[config.mk]
export PLATFORM = sky130hd
export DESIGN_NAME = gpio_bank
export DESIGN_NICKNAME = d
export VERILOG_FILES = /design/src/rtl/gpio_bank.sv
export SDC_FILE = /design/constraint.sdc
export NUM_CORES = 1
export LEC_CHECK = 0
export ABC_AREA = 1
export ABC_CLOCK_PERIOD_IN_PS = 1700
export CORE_MARGIN = 2
export CORE_UTILIZATION = 47
export CTS_CLUSTER_SIZE = 14
export DETAILED_ROUTE_END_ITERATION = 10
export PLACE_DENSITY = 0.73
export SLEW_MARGIN = 20
export SYNTH_ARGS = -nofsm -noshare
export SYNTH_HDL_FRONTEND = slang
export SYNTH_SLANG_ARGS = --single-unit
export TNS_END_PERCENT = 30
[constraint.sdc]
create_clock -name clk_i -period 1.7 [get_ports clk_i]
set_input_delay 0.51 -clock clk_i [delete_from_list [all_inputs] [get_ports clk_i]]
set_output_delay 0.51 -clock clk_i [all_outputs]
set_load 0.005 [all_outputs]
[src/rtl/gpio_bank.sv]
// gpio_bank: memory-mapped GPIO bank with input synchronisers, a shared-prescaler
// debounce filter, and edge-triggered interrupts.
//
// Ports:
//   clk_i, rst_i           clock and synchronous active-high reset
//   mem_valid_i/we_i       register access request and direction (1 = write)
//   mem_addr_i             word index into the register map
//   mem_wdata_i            write data
//   mem_rdata_o            read data, valid while mem_ready_o is high
//   mem_ready_o            one-cycle access-complete pulse
//   gpio_in_i              raw asynchronous pad inputs
//   gpio_out_o             pad output data (OUT register)
//   gpio_outenb_o          active-low output enable (OENB register)
//   gpio_pullupb_o         active-low pull-up enable (PUB register)
//   gpio_pulldownb_o       active-low pull-down enable (PDB register)
//   irq_o                  registered level interrupt
//
// Register map (word index): 0 OUT, 1 OENB, 2 PUB, 3 PDB, 4 IN (RO),
// 5 IRQ_EN, 6 IRQ_RISE, 7 IRQ_FALL, 8 IRQ_STAT (W1C), 9 DBNC.
module gpio_bank #(
  parameter int GPIO_NUM    = 16,
  parameter int SYNC_STAGES = 2,
  parameter int DBNC_W      = 8
) (
  input  logic                clk_i,
  input  logic                rst_i,
  input  logic                mem_valid_i,
  input  logic                mem_we_i,
  input  logic [3:0]          mem_addr_i,
  input  logic [31:0]         mem_wdata_i,
  output logic [31:0]         mem_rdata_o,
  output logic                mem_ready_o,
  input  logic [GPIO_NUM-1:0] gpio_in_i,
  output logic [GPIO_NUM-1:0] gpio_out_o,
  output logic [GPIO_NUM-1:0] gpio_outenb_o,
  output logic [GPIO_NUM-1:0] gpio_pullupb_o,
  output logic [GPIO_NUM-1:0] gpio_pulldownb_o,
  output logic                irq_o
);

  // Register state
  logic [GPIO_NUM-1:0] out_reg, oenb_reg, pub_reg, pdb_reg;
  logic [GPIO_NUM-1:0] en_reg, rise_reg, fall_reg, stat_reg;
  logic [DBNC_W-1:0]   dbnc_reg, cnt_reg;
  logic [GPIO_NUM-1:0] f_reg, last_reg;
  logic [GPIO_NUM-1:0] sync_reg [SYNC_STAGES];
  logic                ready_reg, irq_reg;
  logic [31:0]         rdata_reg;

  // Next-state / combinational signals
  logic [GPIO_NUM-1:0] s_sync;
  logic [GPIO_NUM-1:0] f_next, last_next, set_evt, stat_next, w1c_mask;
  logic [DBNC_W-1:0]   cnt_next;
  logic [15:0]         wr_sel;
  logic [GPIO_NUM-1:0] wdata_g;
  logic [31:0]         rd_word;
  logic                access, wr_en, tick, dbnc_off;
  logic                unused_wdata;

  // An access is accepted on the first sampled cycle of valid; the ready
  // pulse that follows blocks re-acceptance while the master drops valid.
  assign access  = mem_valid_i & ~ready_reg;
  assign wr_en   = access & mem_we_i;
  assign wr_sel  = wr_en ? (16'd1 << mem_addr_i) : 16'd0;
  assign wdata_g = mem_wdata_i[GPIO_NUM-1:0];
  assign unused_wdata = &{1'b0, mem_wdata_i};

  assign s_sync   = sync_reg[SYNC_STAGES-1];
  assign dbnc_off = (dbnc_reg == '0);
  assign tick     = ~dbnc_off & (cnt_reg == dbnc_reg);

  // Prescaler counts 0..N; a DBNC write restarts it from 0.
  always_comb begin
    cnt_next = cnt_reg + 1'b1;
    if (wr_sel[9] || dbnc_off || tick) begin
      cnt_next = '0;
    end
  end

  assign last_next = tick ? s_sync : last_reg;
  assign w1c_mask  = wr_sel[8] ? wdata_g : '0;
  // A coincident edge event wins over a W1C clear of the same bit.
  assign stat_next = (stat_reg & ~w1c_mask) | set_evt;

  // Synchroniser chain
  generate
    for (genvar gi = 0; gi < SYNC_STAGES; gi++) begin : g_sync
      always_ff @(posedge clk_i) begin
        if (rst_i) begin
          sync_reg[gi] <= '0;
        end else if (gi == 0) begin
          sync_reg[gi] <= gpio_in_i;
        end else begin
          sync_reg[gi] <= sync_reg[(gi == 0) ? 0 : gi-1];
        end
      end
    end
  endgenerate

  // Per-pin filter and edge detect. With debounce active, a pin only moves
  // when two consecutive ticks sampled the same new value.
  generate
    for (genvar gi = 0; gi < GPIO_NUM; gi++) begin : g_pin
      assign f_next[gi]  = dbnc_off ? s_sync[gi] :
                           (tick && (s_sync[gi] == last_reg[gi])) ? s_sync[gi] : f_reg[gi];
      assign set_evt[gi] = (f_next[gi] & ~f_reg[gi] & rise_reg[gi]) |
                           (~f_next[gi] & f_reg[gi] & fall_reg[gi]);
    end
  endgenerate

  // Read mux; unmapped indices and bits above the pin count read as zero.
  always_comb begin
    rd_word = '0;
    case (mem_addr_i)
      4'd0: rd_word[GPIO_NUM-1:0] = out_reg;
      4'd1: rd_word[GPIO_NUM-1:0] = oenb_reg;
      4'd2: rd_word[GPIO_NUM-1:0] = pub_reg;
      4'd3: rd_word[GPIO_NUM-1:0] = pdb_reg;
      4'd4: rd_word[GPIO_NUM-1:0] = f_reg;
      4'd5: rd_word[GPIO_NUM-1:0] = en_reg;
      4'd6: rd_word[GPIO_NUM-1:0] = rise_reg;
      4'd7: rd_word[GPIO_NUM-1:0] = fall_reg;
      4'd8: rd_word[GPIO_NUM-1:0] = stat_reg;
      4'd9: rd_word[DBNC_W-1:0]   = dbnc_reg;
      default: rd_word = '0;
    endcase
  end

  always_ff @(posedge clk_i) begin
    if (rst_i) begin
      out_reg   <= '0;
      oenb_reg  <= '1;
      pub_reg   <= '1;
      pdb_reg   <= '1;
      en_reg    <= '0;
      rise_reg  <= '0;
      fall_reg  <= '0;
      stat_reg  <= '0;
      dbnc_reg  <= '0;
      cnt_reg   <= '0;
      f_reg     <= '0;
      last_reg  <= '0;
      ready_reg <= 1'b0;
      rdata_reg <= '0;
      irq_reg   <= 1'b0;
    end else begin
      if (wr_sel[0]) out_reg  <= wdata_g;
      if (wr_sel[1]) oenb_reg <= wdata_g;
      if (wr_sel[2]) pub_reg  <= wdata_g;
      if (wr_sel[3]) pdb_reg  <= wdata_g;
      if (wr_sel[5]) en_reg   <= wdata_g;
      if (wr_sel[6]) rise_reg <= wdata_g;
      if (wr_sel[7]) fall_reg <= wdata_g;
      if (wr_sel[9]) dbnc_reg <= mem_wdata_i[DBNC_W-1:0];
      cnt_reg   <= cnt_next;
      f_reg     <= f_next;
      last_reg  <= last_next;
      stat_reg  <= stat_next;
      ready_reg <= access;
      rdata_reg <= access ? rd_word : '0;
      // Uses the current STAT/EN, so irq trails STAT by one cycle.
      irq_reg   <= |(stat_reg & en_reg);
    end
  end

  assign mem_ready_o      = ready_reg;
  assign mem_rdata_o      = rdata_reg;
  assign gpio_out_o       = out_reg;
  assign gpio_outenb_o    = oenb_reg;
  assign gpio_pullupb_o   = pub_reg;
  assign gpio_pulldownb_o = pdb_reg;
  assign irq_o            = irq_reg;

endmodule

# Yosys cells after proc, flatten, opt, wreduce, memory -nomap -nowiden
# Memory sizes are Yosys's and may differ from the RTL's.
# Index checks and enable logic that the tools add are counted.
[totals]
register_bits = 210
latch_bits = 0
mem_bits_rw = 32
romBits = 0
inputBits = 56
output_inout_bits = 98
mem_count = 1
[classes]
n_addsub = 1
mul = 0
div_mod_pow = 0
magnitude_cmp = 0
n_eq_ne = 26
n_shift = 1
muxes = 41
bitwise = 124
n_reduce_logical = 23
[mem_list]
columns = ["memory", "words", "word_bits", "rd", "rd_clocked_by_memory_dff", "write_ports", "line", "source"]
rows = [
  ["sync_reg", 2, 16, 2, 0, 2, "46", "logic [GPIO_NUM-1:0] sync_reg [SYNC_STAGES];"],
]
[op_table]
columns = ["operator", "count"]
rows = [
  ["$pmux 8 s10", 1],
  ["$pmux 8 s9", 1],
  ["$and 1x1->1", 67],
  ["$mux 16", 3],
  ["$mux 1", 35],
  ["$not 1->1", 35],
  ["$and 16x16->16", 2],
  ["$or 1x1->1", 18],
  ["$eq 1x1->1", 16],
  ["$eq 4x3->1 const B", 4],
  ["$logic_and 1x1->1", 16],
  ["$not 16->16", 1],
  ["$or 16x16->16", 1],
  ["$reduce_or 16->1", 1],
  ["$mux 10", 1],
  ["$shl 1x4->10 const A", 1],
  ["$add 8x1->8 const B", 1],
  ["$eq 4x2->1 const B", 2],
  ["$eq 4x4->1 const B", 2],
  ["$eq 8x8->1", 1],
  ["$logic_not 8->1", 1],
  ["$eq 4x1->1 const B", 1],
  ["$logic_not 4->1", 1],
  ["$reduce_or 2->1", 2],
  ["$logic_or 1x1->1", 2],
]

# Logic depth before layout (Yosys ltp)
[logic_depth]
word_depth = 11
depth_mapped = 15
mapped_depth_nobuf = 14

# Worst setup path after synthesis
# Ideal clock, no wire load.
[synth_path]
kind = "input to register"
startpoint = "in mem_addr_i[1]"
endpoint = "reg stat_reg[14]"
arrival_time_ps = 1488
required_time_ps = 1591
path_slack_ps = 104
cell_stages = 9
n_path_buf = 1
cell_sequence = "nor2_1 > nand2_1 > inv_2 > nand3_1 > buf_2 > o21ai_0 > nand3_1 > nand2_1 > inv_1"
[synth_between]
elab_chain_len = 6
[synth_rtl]
columns = ["item", "line", "source"]
rows = [
  ["from (decl)", "29", "input logic [3:0] mem_addr_i,"],
  ["$shl 1x4->10", "64", "assign wr_sel = wr_en ? (16'd1 << mem_addr_i) : 16'd0;"],
  ["$mux 10", "64", ""],
  ["$mux 16", "81", "assign w1c_mask = wr_sel[8] ? wdata_g : '0;"],
  ["$not 16->16", "83", "assign stat_next = (stat_reg & ~w1c_mask) | set_evt;"],
  ["$and 16x16->16", "83", ""],
  ["$or 16x16->16", "83", ""],
  ["to (signal assigned)", "158", "stat_reg <= stat_next;"],
  ["to (decl)", "43", "logic [GPIO_NUM-1:0] en_reg, rise_reg, fall_reg, stat_reg;"],
]
# Every way passes these cells.
# A chain may end at the register's enable or synchronous reset.

# Worst setup path in the final report
[layout_path]
startpoint = "reg dbnc_reg[7]"
endpoint = "reg stat_reg[13]"
[layout_between]
elab_chain_len = 11
word_cells_on_any_way = 14
[layout_rtl]
columns = ["item", "line", "source"]
rows = [
  ["from (decl)", "44", "logic [DBNC_W-1:0] dbnc_reg, cnt_reg;"],
  ["from (signal assigned)", "154", "if (wr_sel[9]) dbnc_reg <= mem_wdata_i[DBNC_W-1:0];"],
  ["$logic_not 8->1", "69", "assign dbnc_off = (dbnc_reg == '0);"],
  ["$not 1->1", "70", "assign tick = ~dbnc_off & (cnt_reg == dbnc_reg);"],
  ["$and 1x1->1", "70", ""],
  ["$logic_and 1x1->1", "105", "(tick && (s_sync[gi] == last_reg[gi])) ? s_sync[gi] : f_reg[gi];"],
  ["$mux 1", "105", ""],
  ["$mux 1 *", "104", "assign f_next[gi] = dbnc_off ? s_sync[gi] :"],
  ["$not 1->1", "107", "(~f_next[gi] & f_reg[gi] & fall_reg[gi]);"],
  ["$and 1x1->1 (2 in a row)", "107", ""],
  ["$or 1x1->1 *", "106", "assign set_evt[gi] = (f_next[gi] & ~f_reg[gi] & rise_reg[gi]) |"],
  ["$or 16x16->16 *", "83", ""],
]
# Mark *: on every way between the ends. The rest lies on a longest branch, timed or not.

==> results by group <==
Floorplan
  – FP Rows: 53
  – Die Ht: between 150 and 200 um
  – Die area: around 0.023 sq mm
  – Initial Utilization: about half
  – Core Region: roughly 0.021 sq mm
  – Die width: between 150 and 200 um
  – I/O pin total: 154

Clock tree
  – CTS tree: done
  – H-tree depth: 1
  – Skew-Pair Late Insertion Delay: 0.53 ns
  – CTS Buffer Depth: 3
  – Root buffer cell: clkbuf_16
  – TritonCTS buffer count: 25
  – Hold Buf Count CTS: 0
  – Count of clock tree sinks: 226
  – Clock transition at the registers of the reported paths: 0.06 ns

Global routing
  – Global routing usage on met3: 3.61%
  – Gr usage total: 26.6%
  – First-pass GRT wire length: about 48000 um
  – Top Usage Layer GRT: met1
  – Initial antenna violation count: 1
  – Largest net degree at the start of global routing: 83
  – Vias in the first global route: 8702
  – M2 GR Usage: a little under 40%
  – GRT overflow: 0
  – Met1 usage: between 40% and 50%

Logic synthesis
  – Compound-Gate Fraction of Synth Area: 18.6%
  – Commonest cells post-synth: nand2_1, dfxtp_1, inv_1
  – Simple-Gate Fraction of Synth Area: 23.8%
  – Syn Inst Count: roughly 1.4k
  – Mux share of post-synthesis cell area: 0%
  – Post-Synth XOR/XNOR Area: 0.502%
  – Syn Std Cell Area: just over 0.01 sq mm
  – Largest family of logic cells by synthesized area: simple AND/OR/NAND/NOR gates
  – Dominant cell type by area after synthesis: dfxtp_1
  – Most common cell in the netlist: nand2_1
  – Mean Syn Cell Area: 7.52 sq um
  – Post-synth ARST share: 0%
  – Synth top area cells: dfxtp_1, nand2_1, inv_1
  – Most used flip-flop cell after synthesis: dfxtp_1
  – Yosys cell types: 42
  – Synth Warn #: 0
  – Synth Area in Adders: 0.122%
  – Post-synth EDFFs: 0
  – Post-synth top area share: 44.3%
  – Yosys reg bits: 226
  – Register area share after synthesis: 44.3%

Setup path
  – Reg-to-reg slack, setup: -0.04 ns
  – Crit path launch type: flip-flop
  – RR Startpoint: dbnc_reg[7]
  – Setup crit end kind: flip-flop
  – Worst Path Required: 2.13 ns
  – CP arrival: about 2.2 ns
  – Critical path startpoint: dbnc_reg[7]
  – Critical path type: flip-flop to flip-flop
  – Crit-path max FO: 5

Detailed routing
  – Final wirelength: between 30000 and 40000 um
  – Drt first pass iters: 8
  – Routed vias/inst: roughly 5.4
  – WL/cell: 17.7 um
  – DRC viols: 0
  – Iter 0 DRT Violations: about 1.2k
  – Total number of vias: 10.2k
  – Post-route ant nets: 0

Cells and area
  – Fraction of layout cells with a size suffix above 1: 22.0%
  – Final core occ: between 60% and 70%
  – Post-Layout Cell Count: between 1.5k and 2k
  – Fin nets: 1644
  – Max reg flops: 32
  – Synth-to-layout area growth: 36.4%
  – Fillers: between 1.5k and 2k
  – Finished Cell Area: 0.0139 sq mm

Place
  – Placed cell areas: between 0.01 and 0.015 sq mm
  – Routability cong.: 0.956
  – Inst Count DP: about 1.8k
  – I/O Buffers: 121
  – Hpwl dp: 22700 um
  – Place WS: -0.617 ns

Pwr
  – Peak supply drop: 0.000652 V
  – Leakage: 6.54 nW
  – Pwr dens: between 800 and 900 mW/mm^2

STA
  – Final worst-path cycle share: 102%
  – Least-Margin Pin Slew: 0.564 ns
  – Pins Over Slew Limit: 0
  – F_max: 576 MHz
  – Min Tclk post-route: 1.74 ns
  – Unrepaired setup endpoints after global routing: true
  – Final Hold Vio Count: 0
  – Max transition margin: 62.4%
  – Setup violators final: 6
  – Setup slack after layout: -0.0371 ns
  – Clock Skew: 0.0101 ns
  – Setup TNS: -0.0538 ns

Run
  – Max_cap viols: 0

Run status
  – Outcome: finished with violations
  – Failing checks: negative setup slack

Hold path
  – Worst Min Path Start: rst_i
  – HP Class: primary input to flip-flop
-- final timing paths --
path,end,cells after the start
worst max-delay path,stat_reg[13],14
worst min-delay path,f_reg[1],2
worst max register to register,stat_reg[13],14
worst min register to register,sync_reg[1][6],2
-- layout by cell type (no fill, tap or decap), types with 11 or more instances in the layout --
cell type,Yosys,final
buf_12,1,18
o22ai_1,20,20
a221oi_1,36,29
nand3_2,14,23
dfxtp_2,0,40
inv_1,195,194
o211ai_1,48,48
nand2_1,266,249
a21oi_1,112,110
clkdlybuf4s50_1,0,33
inv_2,14,11
nand4_1,23,23
nor2_1,78,67
dfxtp_1,226,180
o21ai_0,97,94
conb_1,1,16
dlygate4sd2_1,0,81
buf_4,20,109
nand3_1,68,59
nand2_2,16,31
clkbuf_16,0,31
-- critical path, cell delays in order (launching register included) --
cell and delay, ns:
dfxtp_4 0.38, inv_2 0.05, nand2_1 0.05, nand2_1 0.06
nor2_2 0.15, nand2_4 0.10, nor2_8 0.21, clkbuf_16 0.19
nand4_2 0.09, nand2_1 0.10, nand2_2 0.07, nand3_2 0.07
nand3_2 0.05, nand2_1 0.06, inv_1 0.03
-- through the flow --
stage / hold WS [ns] / total power, W
after CTS: 0.321 / 0.0121
after detailed placement: 0.392 / 0.00661
after global placement: 0.391 / 0.00659
final: 0.333 / 0.0122
after floorplan: 0.388 / 0.00615
after global routing: 0.337 / 0.0126
-- cells by family after synthesis --
| family | after synthesis |
|---|---|
| compound gates | 322 |
| xor+xnor | 5 |
| buf+inv | 291 |
| flops | 226 |
| other cells | 1 |
| fa+ha+maj | 1 |
| simple gates | 512 |
-- per-layer routing --
metal	share of wire (%)	wire length [um]	up-vias
met1	44	14600	4689
met3	9.4	3130	74
li1	-	-	4919
met5	0	0	-
met2	44	14500	543
met4	2.7	901	0
-- power by group --
part	internal, W	leakage [nW]	switching, W	total [W]
clock	0.00343	0.411	0.00214	0.00557
combinational	0.000506	4.29	0.000656	0.00116
sequential	0.00539	1.84	0.0000829	0.00547
-- area by class of cell --
type / count / area, sq um / share of cell area [%]
timing repair inverter: 2 / 17.5 / 0.126
multi-input combinational: 857 / 4750 / 34.1
sequential: 226 / 4600 / 33.0
clock inverter: 8 / 144 / 1.03
tap: 275 / 344 / 2.47
timing repair buffer: 265 / 2570 / 18.5
inverter: 210 / 815 / 5.84
antenna: 1 / 2.50 / 0.0180
clock buffer: 35 / 693 / 4.97
-- what timing repair did --
action | CTS | global route
gates cloned | 0 | 11
setup buffers | 12 | 23
gates resized for setup | 133 | 92
setup endpoints to repair | 137 | 175
pin swaps | 1 | 26
Note: power is estimated with default switching activity, not from simulation.
